===== src/rtl/pipe_stall_ctrl.sv =====
// Pipeline sequencing controller: data-hazard stall, mult/div busy tracking,
// memory-wait freeze with timeout, and a stall-cycle performance counter.
module pipe_stall_ctrl #(
  parameter int MULT_CYC    = 5,
  parameter int DIV_CYC     = 10,
  parameter int MEM_TIMEOUT = 16
) (
  input  logic        clk,
  input  logic        reset,
  input  logic [4:0]  D_rs,
  input  logic [4:0]  D_rt,
  input  logic        D_use_rs,
  input  logic        D_use_rt,
  input  logic [1:0]  D_Tuse_rs,
  input  logic [1:0]  D_Tuse_rt,
  input  logic        D_md,
  input  logic [4:0]  E_dst,
  input  logic [1:0]  E_Tnew,
  input  logic [4:0]  M_dst,
  input  logic [1:0]  M_Tnew,
  input  logic        E_md_start,
  input  logic        E_md_div,
  input  logic        mem_req,
  input  logic        mem_ack,
  output logic        F_en,
  output logic        D_en,
  output logic        E_en,
  output logic        M_en,
  output logic        E_flush,
  output logic        md_busy,
  output logic        mem_err,
  output logic [31:0] stall_cycles
);

  localparam int WCW = $clog2(MEM_TIMEOUT + 1);
  localparam logic [WCW-1:0] WAIT_LAST = WCW'(MEM_TIMEOUT - 1);

  typedef enum logic [0:0] {MS_IDLE = 1'b0, MS_WAIT = 1'b1} mem_state_t;

  mem_state_t     state_r, state_nxt_s;
  logic [WCW-1:0] wait_cnt_r, wait_cnt_nxt_s;
  logic [3:0]     md_cnt_r;
  logic           mem_err_r, mem_err_nxt_s;
  logic [31:0]    stall_cycles_r;
  logic           freeze_s, stall_s, stall_rs_s, stall_rt_s, stall_md_s;

  // Operand hazard: a producer in E or M whose result arrives later than the consumer needs it.
  always_comb begin
    stall_rs_s = D_use_rs & (D_rs != 5'd0) &
                 (((D_rs == E_dst) & (E_Tnew > D_Tuse_rs)) |
                  ((D_rs == M_dst) & (M_Tnew > D_Tuse_rs)));
    stall_rt_s = D_use_rt & (D_rt != 5'd0) &
                 (((D_rt == E_dst) & (E_Tnew > D_Tuse_rt)) |
                  ((D_rt == M_dst) & (M_Tnew > D_Tuse_rt)));
    stall_md_s = D_md & (md_busy | E_md_start);
    stall_s    = stall_rs_s | stall_rt_s | stall_md_s;
  end

  // Memory-wait FSM next state; the final WAIT cycle still freezes before the access is abandoned.
  always_comb begin
    state_nxt_s    = state_r;
    wait_cnt_nxt_s = wait_cnt_r;
    mem_err_nxt_s  = 1'b0;
    freeze_s       = 1'b0;
    case (state_r)
      MS_IDLE: begin
        if (mem_req & ~mem_ack) begin
          freeze_s       = 1'b1;
          state_nxt_s    = MS_WAIT;
          wait_cnt_nxt_s = '0;
        end else begin
          state_nxt_s = MS_IDLE;
        end
      end
      MS_WAIT: begin
        if (mem_ack) begin
          state_nxt_s = MS_IDLE;
        end else begin
          freeze_s = 1'b1;
          if (wait_cnt_r == WAIT_LAST) begin
            mem_err_nxt_s = 1'b1;
            state_nxt_s   = MS_IDLE;
          end else begin
            wait_cnt_nxt_s = wait_cnt_r + {{(WCW-1){1'b0}}, 1'b1};
          end
        end
      end
      default: state_nxt_s = MS_IDLE;
    endcase
  end

  // Register enables and bubble insertion; a freeze overrides any stall.
  always_comb begin
    F_en    = 1'b1;
    D_en    = 1'b1;
    E_en    = 1'b1;
    M_en    = 1'b1;
    E_flush = 1'b0;
    if (freeze_s) begin
      F_en = 1'b0;
      D_en = 1'b0;
      E_en = 1'b0;
      M_en = 1'b0;
    end else if (stall_s) begin
      F_en    = 1'b0;
      E_flush = 1'b1;
    end else begin
      F_en = 1'b1;
    end
  end

  // FSM state, wait counter and timeout pulse.
  always_ff @(posedge clk or negedge reset) begin
    if (!reset) begin
      state_r    <= MS_IDLE;
      wait_cnt_r <= '0;
      mem_err_r  <= 1'b0;
    end else begin
      state_r    <= state_nxt_s;
      wait_cnt_r <= wait_cnt_nxt_s;
      mem_err_r  <= mem_err_nxt_s;
    end
  end

  // Mult/div busy counter; a start during a freeze is ignored, but counting continues.
  always_ff @(posedge clk or negedge reset) begin
    if (!reset) begin
      md_cnt_r <= 4'd0;
    end else if (E_md_start & ~freeze_s) begin
      md_cnt_r <= E_md_div ? 4'(DIV_CYC) : 4'(MULT_CYC);
    end else if (md_cnt_r != 4'd0) begin
      md_cnt_r <= md_cnt_r - 4'd1;
    end else begin
      md_cnt_r <= md_cnt_r;
    end
  end

  // Count every cycle the front end is held.
  always_ff @(posedge clk or negedge reset) begin
    if (!reset) begin
      stall_cycles_r <= 32'd0;
    end else if (!F_en) begin
      stall_cycles_r <= stall_cycles_r + 32'd1;
    end else begin
      stall_cycles_r <= stall_cycles_r;
    end
  end

  assign md_busy      = (md_cnt_r != 4'd0);
  assign mem_err      = mem_err_r;
  assign stall_cycles = stall_cycles_r;

endmodule


===== config.mk =====
export PLATFORM = sky130hd
export DESIGN_NAME = pipe_stall_ctrl
export DESIGN_NICKNAME = d
export VERILOG_FILES = /design/src/rtl/pipe_stall_ctrl.sv
export SDC_FILE = /design/constraint.sdc
export NUM_CORES = 1
export LEC_CHECK = 0
export CELL_PAD_IN_SITES_DETAIL_PLACEMENT = 0
export CELL_PAD_IN_SITES_GLOBAL_PLACEMENT = 1
export CORE_MARGIN = 2
export CORE_UTILIZATION = 39
export CTS_CLUSTER_SIZE = 20
export DETAILED_ROUTE_END_ITERATION = 8
export GPL_TIMING_DRIVEN = 0
export PLACE_DENSITY = 0.89
export SETUP_SLACK_MARGIN = 0.15
export SYNTH_ARGS = -nofsm -noshare
export SYNTH_HDL_FRONTEND = slang
export SYNTH_SLANG_ARGS = --single-unit

===== constraint.sdc =====
create_clock -name clk -period 3.3 [get_ports clk]
set_input_delay 0.495 -clock clk [delete_from_list [all_inputs] [get_ports clk]]
set_output_delay 0.495 -clock clk [all_outputs]
set_load 0.005 [all_outputs]

; ---- Word-level counts from Yosys, hierarchy flattened
; Cells that the tools add are included.
[totals]
reg_bits = 43
latch_bits = 0
mem_bits_rw = 0
rom_bits = 0
out_inout_bits = 39
elab_cells = 65
memories = 0
[classes]
n_addsub = 3
multipliers = 0
n_div = 0
order_cmp = 4
eq_ne = 8
n_shift = 0
mux = 21
bitwise_logic = 19
n_reduce_logical = 5
[ops]
columns = operator, n
row1 = $add A32 B1 Y32 const B, 1
row2 = $eq A5 B5 Y1, 4
row3 = $mux W5, 3
row4 = $mux W1, 12
row5 = $mux W4, 3
row6 = $and A1 B1 Y1, 11
row7 = $pmux W5 S2, 1
row8 = $reduce_bool A5 Y1, 2
row9 = $gt A2 B2 Y1, 4
row10 = $ne A2 B2 Y1 const B, 3
row11 = $add A5 B1 Y5 const B, 1
row12 = $eq A5 B4 Y1 const B, 1
row13 = $or A1 B1 Y1, 5
row14 = $pmux W1 S2, 2
row15 = $reduce_bool A4 Y1, 1
row16 = $sub A4 B1 Y4 const B, 1
row17 = $not A1 Y1, 3
row18 = $reduce_and A3 Y1, 1
row19 = $reduce_bool A2 Y1, 1

; ---- Depth between registers and ports, before layout
; Gate-level depths: netlist of run 1.
[depth]
ltp_word = 8
depth_mapped = 11
depth_no_buf = 10

; ---- Worst setup path before layout of run 1
; Ideal clock, no wire load.
[synth_path]
path_kind = input to output
startpoint = in D_Tuse_rt[1]
endpoint = out F_en
t_arrival_ns = 1.802
required_ns = 2.805
slack_ns = 1.003
cell_stages = 9
path_buffers = 1
path_cell_list = inv_1 ha_1 nand2_1 nand4_1 nor4_2 o221ai_2 nand3b_4 inv_6 buf_8
[synth_between]
elab_chain_len = 8
[synth_lines]
columns = element, line
row1 = from (decl), 15  ; input logic [1:0] D_Tuse_rt,
row2 = $gt A2 B2 Y1 (on tied branches), "53, 54"
row3 = $and A1 B1 Y1 (on tied branches), "53, 54"
row4 = $or A1 B1 Y1 *, 53  ; (((D_rt == E_dst) & (E_Tnew > D_Tuse_rt)) |
row5 = $and A1 B1 Y1 *, 52  ; stall_rt_s = D_use_rt & (D_rt != 5'd0) &
row6 = $or A1 B1 Y1 * (2 in a row), 56  ; stall_s = stall_rs_s | stall_rt_s | stall_md_s;
row7 = $mux W1 *, 104  ; end else if (stall_s) begin
row8 = $mux W1 *, 99  ; if (freeze_s) begin
row9 = to (decl), 25  ; output logic F_en,
; Every way passes the cells marked *; elsewhere a longest branch is shown, timed or not.

; ---- Final worst setup path of run 1
[layout_path]
startpoint = in D_Tuse_rs[1]
endpoint = out E_flush
[layout_between]
elab_chain_len = 8
[layout_lines]
columns = element, line
row1 = from (decl), 14  ; input logic [1:0] D_Tuse_rs,
row2 = $gt A2 B2 Y1 (on tied branches), "50, 51"
row3 = $and A1 B1 Y1 (on tied branches), "50, 51"
row4 = $or A1 B1 Y1 *, 50  ; (((D_rs == E_dst) & (E_Tnew > D_Tuse_rs)) |
row5 = $and A1 B1 Y1 *, 49  ; stall_rs_s = D_use_rs & (D_rs != 5'd0) &
row6 = $or A1 B1 Y1 * (2 in a row), 56
row7 = $mux W1 *, 104
row8 = $mux W1 *, 99
row9 = to (decl), 29  ; output logic E_flush,
; Marked as above.

==> results.toml, run 1 <==
[sta]
max_freq_ghz = 0.3347
tns_ns = 0
worst_pin_slew_ns = 0.6844
maxSlewHeadroom_pct = 54.21
setup_slack_ns = 0.3124
period_share_pct = 90.53
rsz0062_at_grt = "no"
drv_slew = 0
setup_viol = 0
fin_skew_ns = 0.01035
hold_violations = 0
post-route-min-period_ns = 2.988

[logic_synthesis]
syn_inst = 259
synthTopCellsByArea = "dfrtp_1, xnor2_1, ha_1, xor2_1, nand4_1"
synth_edf_count = 0
synth_compound_area_share_pct = 6.657
yosysWarningCount = 0
synth_nets = 309
ys_async_sr_fraction_pct = 100.0
synth_xor_area_share_pct = 17.97
ys.flop_type = "dfrtp_1"
ys_ff_latch = 43
synth-adder-area-share_pct = 6.182
yosysTopAreaCellShare_pct = 40.89
syn_area_per_cell_sq_um = 10.16
yosysSeqAreaShare_pct = 40.89
synth_top_family_by_area = "simple AND/OR/NAND/NOR gates"
synth_top_cell_by_area = "dfrtp_1"
synthMuxAreaShare_pct = 0.4280
synth_cell_types = 43
syn-cell-area_sq_um = 2631
yosys.area_share.simple_pct = 23.92

[pwr]
leakage_uw = 0.001472
power_uw = 1627
power_per_cell_area_nw_per_um2 = 450.0
peakVddDrop_mv = 0.2137

[min_path]
hold_class = "input port to asynchronous set/reset pin"

[status]
status = "complete, no violations"

[clock_network]
cts_root_buf = "clkbuf_8"
clkSlewWorstSetupHoldPaths_ns = 0.09
cts_tree = "done"
clock-sinks = 43
clk_latency_ns = 0.30
clockBufferDepth = 2
htree_levels = 2
cts_buffers = 5

[setup_path]
ff2ff_path_depth = 7
path_class = "input port to primary output"
critPathLaunchType = "input port"
arrival_ns = 2.49
required_ns = 2.80
rrSetupSlack_ns = 1.08
crit_fanout = 2
critical_path.endpoint_type = "primary output"

[drt]
vias = 2182
drc = 0
routed_wl_um = 6003
wire_per_inst_um = 14.19
firstDrtPassIters = 4
ant_nets = 0
drt_iter0_markers = 88
viasPerCell = 5.158

[finish]
drive_above_1_share_pct = 10.69
final_cell_mix = "clkdlybuf4s50_1, dfrtp_1, xnor2_1, nand2_1, nand4_1"
final_common_cell = "clkdlybuf4s50_1"
finalNonFillerCells = 423
final_area_sq_um = 3616
n_antenna_cell = 0
fill_cells = 558
syn_to_final_growth_pct = 37.42
num-nets-final = 395

[placement]
place_ws_ns = -0.1507
placed_cells = 412
post_dp_cell_area_sq_um = 3493
gp_congestion = 0.8115
dp_hpwl_um = 4756
io_buffer_count = 75

[die]
core-area_sq_um = 6422
die_h_um = 86.14
num_rows = 29
fp.dieW_um = 86.14
io_pins = 76
start_util_pct = 40.97
die_area_sq_um = 7420

[global_route]
grt_pass1_vias = 2129
grt_pass1_wl_um = 10140
grt_max_degree = 26
antenna_found_initial = 0
grt_overflow = 0
gr-usage-all-layers_pct = 17.15

[job]
cap_violations = 0
## layer usage
layer / GRT usage (%) / share of wire (%) / vias up
met3: 3.369 / 4.1 / 8
met5: 0 / 0 / -
li1: - / - / 1083
met2: 29.53 / 51 / 56
met1: 21.87 / 44 / 1035
met4: 4.762 / 1.3 / 0
## cell families (layout without fill, tap and decap cells)
logic type      after synthesis  after routing
buf+inv                      21            108
compound gates               25             25
xor+xnor                     54             54
flops                        43             43
mux                           1              1
fa+ha+maj                    13             13
simple gates                102            102
## per-stage QoR
step | util [%] | hold WS [ns]
after floorplan | - | 0.1994
after global placement | 54.16 | 0.4627
after detailed placement | 54.39 | 0.4627
after CTS | 56.17 | 0.1430
after global routing | 56.30 | 0.1672
final | 56.30 | 0.1209
## path summary, 6_finish.rpt
path,startpoint,end
setup / recovery,D_Tuse_rs[1],E_flush
hold / removal,reset,stall_cycles[23]
setup reg to reg,stall_cycles[5],stall_cycles[31]
hold reg to reg,stall_cycles[31],stall_cycles[31]
max in group asynchronous,reset,stall_cycles[1]
min in group clk,stall_cycles[31],stall_cycles[31]
## where the power goes
group	switching [uW]	leakage (uW)	internal, uW
logic	250	0.000880	316
clock network	181	0.0000412	148
registers	110	0.000550	622
## cells in the mapped netlist (5+ instances only)
cell type	count
a22o_1	5
dfrtp_1	43
ha_1	13
inv_1	13
nand2_1	26
nand3_1	14
nand4_1	18
nor2_1	8
nor3_1	6
nor3_2	6
o21ai_0	6
xnor2_1	38
xor2_1	16
## state kept, by name, indices dropped and copies added (netlist names)
name          flops
wait_cnt_r        5
stall_cycles     32
state_r           1
md_cnt_r          4
mem_err           1
## cell type report
cell class	count	area, sq um	share of cell area [%]
clock inverter	2	12.51	0.3460
timing repair buffer	79	782.0	21.63
multi-input combinational	195	1470	40.66
sequential	43	1076	29.76
tap	77	96.34	2.664
clock buffer	6	72.57	2.007
buffer	7	46.29	1.280
inverter	14	60.06	1.661
## worst max-delay path, stage by stage
cell and delay, ns:
clkdlybuf4s50_1 0.45, inv_1 0.06, ha_1 0.30, nor2b_1 0.13
o2111ai_1 0.17, o22a_1 0.15, o21ai_1 0.08, or2b_1 0.23
and2_1 0.16, dlygate4sd2_1 0.26
## timing repair
item	4_1_cts	5_1_grt
gates resized for setup	4	3
setup endpoints to repair	2	1
pin swaps	3	3
hold buffers	0	0
buffers inserted	3	0
Note: power is estimated with default switching activity, not from simulation.
==> run 2: changes to the inputs <==
CORE_MARGIN = 1.5   (was 2)
==> results.toml, run 2 (synthesis gave the netlist of run 1 again) <==
[clock_network]
htree_levels = 2
cts_root_buf = "clkbuf_8"
clk_latency_ns = 0.30
cts_buffers = 5
clkSlewWorstSetupHoldPaths_ns = 0.08
clockBufferDepth = 2
cts_tree = "done"
ctsHoldBuffers = 0
clock-sinks = 43

[die]
die_h_um = 85.14
fp.dieW_um = 85.14
core-area_sq_um = 6422
die_area_sq_um = 7249
start_util_pct = 40.97
io_pins = 76
num_rows = 29

[sta]
setup_slack_ns = 0.3014
max_freq_ghz = 0.3335
worst_pin_slew_ns = 0.7072
maxSlewHeadroom_pct = 52.68
period_share_pct = 90.87
post-route-min-period_ns = 2.999
fin_skew_ns = 0.008789
rsz0062_at_grt = "no"
hold_violations = 0
setup_viol = 0
tns_ns = 0
drv_slew = 0

[drt]
drc = 2
firstDrtPassIters = 6
wire_per_inst_um = 13.91
met3_length_um = 314
route.top_layer_used = "met4"
drt-met1-wl_um = 2613
routed_wl_um = 5869
ant_nets = 0
wl_met2_um = 2859
drt_iter0_markers = 156
vias = 2195
viasPerCell = 5.201

[pwr]
peakVddDrop_mv = 0.2729
power_per_cell_area_nw_per_um2 = 469.7
leakage_uw = 0.001510

[global_route]
gr-usage-all-layers_pct = 17.51
grt_pass1_vias = 2132
grt_max_degree = 30
grt_pass1_wl_um = 10220
grt_overflow = 0
antenna_found_initial = 0

[finish]
num-nets-final = 394
final_cell_mix = "clkdlybuf4s50_1, dfrtp_1, xnor2_1, nand2_1, nand4_1"
n_antenna_cell = 0
drive_above_1_share_pct = 11.01
register_area_sq_um = 1076
syn_to_final_growth_pct = 39.04
final_area_sq_um = 3659
final_common_cell = "clkdlybuf4s50_1"
multiInputGateArea_sq_um = 1474
fill_cells = 566
largest_register_ff_count = 32

[setup_path]
crit_slowest_cell = "or4_1"
timing.rr.end = "stall_cycles[31]"
crit_chain = "clkdlybuf4s50_1, or4_1, o21ai_0, o21ai_2, nand3b_4, inv_8, buf_12, dlygate4sd2_1"
ff2ff_path_depth = 7
required_ns = 2.80
critPathLaunch = "D_rs[1]"
critPathCapture = "F_en"
rrSetupSlack_ns = 1.12
arrival_ns = 2.50
critical_path.endpoint_type = "primary output"
path_class = "input port to primary output"
critPathLaunchType = "input port"
critPathMaxStageDelay_ns = 0.53
reg2reg_from = "stall_cycles[5]"
crit_fanout = 10

[placement]
gp_congestion = 0.8280
post_dp_cell_area_sq_um = 3493
place_ws_ns = -0.1967
io_buffer_count = 75
dp_hpwl_um = 4665

[status]
violations = "design-rule violations"
status = "finished, violations left"

[job]
cap_violations = 0

[min_path]
hold_class = "input port to asynchronous set/reset pin"
==> run 2: final cells by class <==
cell class	instances	area share, %
Tap cell	77	2.633
Clock inverter	2	0.9576
Buffer	7	1.402
Sequential cell	43	29.41
Multi-Input combinational cell	195	40.29
Clock buffer	6	2.257
Timing Repair Buffer	78	21.41
Inverter	14	1.642
==> run 2: worst min-delay path by stage <==
stage                        to  slack [ns]  cells after the start
2_1_floorplan       md_cnt_r[0]        0.20                      0
3_3_place_gp   stall_cycles[31]        0.46                      1
3_5_place_dp   stall_cycles[23]        0.42                      1
4_1_cts        stall_cycles[23]        0.09                      1
5_1_grt        stall_cycles[23]        0.11                      1
6_report       stall_cycles[23]        0.09                      1
==> run 2: routing by layer <==
layer | vias up | GRT usage (%)
met4 | 0 | 4.173
met1 | 1046 | 23.38
met2 | 63 | 29.29
li1 | 1079 | -
met5 | - | 0
met3 | 7 | 3.502
==> run 2: critical path: cells and delay by family <==
kind            cells  cell delay, ns
simple gates        2            0.74
buf+inv             4            0.91
compound gates      2            0.35
==> run 2: power by group <==
group | switching (uW) | internal [uW]
clock | 177 | 245
combinational | 247 | 317
sequential | 111 | 622
==> run 2: through the flow <==
step                      cells  util (%)  hold slack (ns)  total power [uW]
after CTS                   422     56.63          0.09070              1737
after global routing        422     56.96           0.1084              1836
after global placement      411     54.16           0.4623              1289
final                       422     56.96          0.08928              1718
after floorplan             259         -           0.1994              1023
after detailed placement    412     54.39           0.4199              1301
==> run 2: what timing repair did <==
action / CTS / global route
setup endpoints to repair: 2 / 2
pin swaps: 3 / 4
resized for setup: 5 / 5
setup buffers: 2 / 0
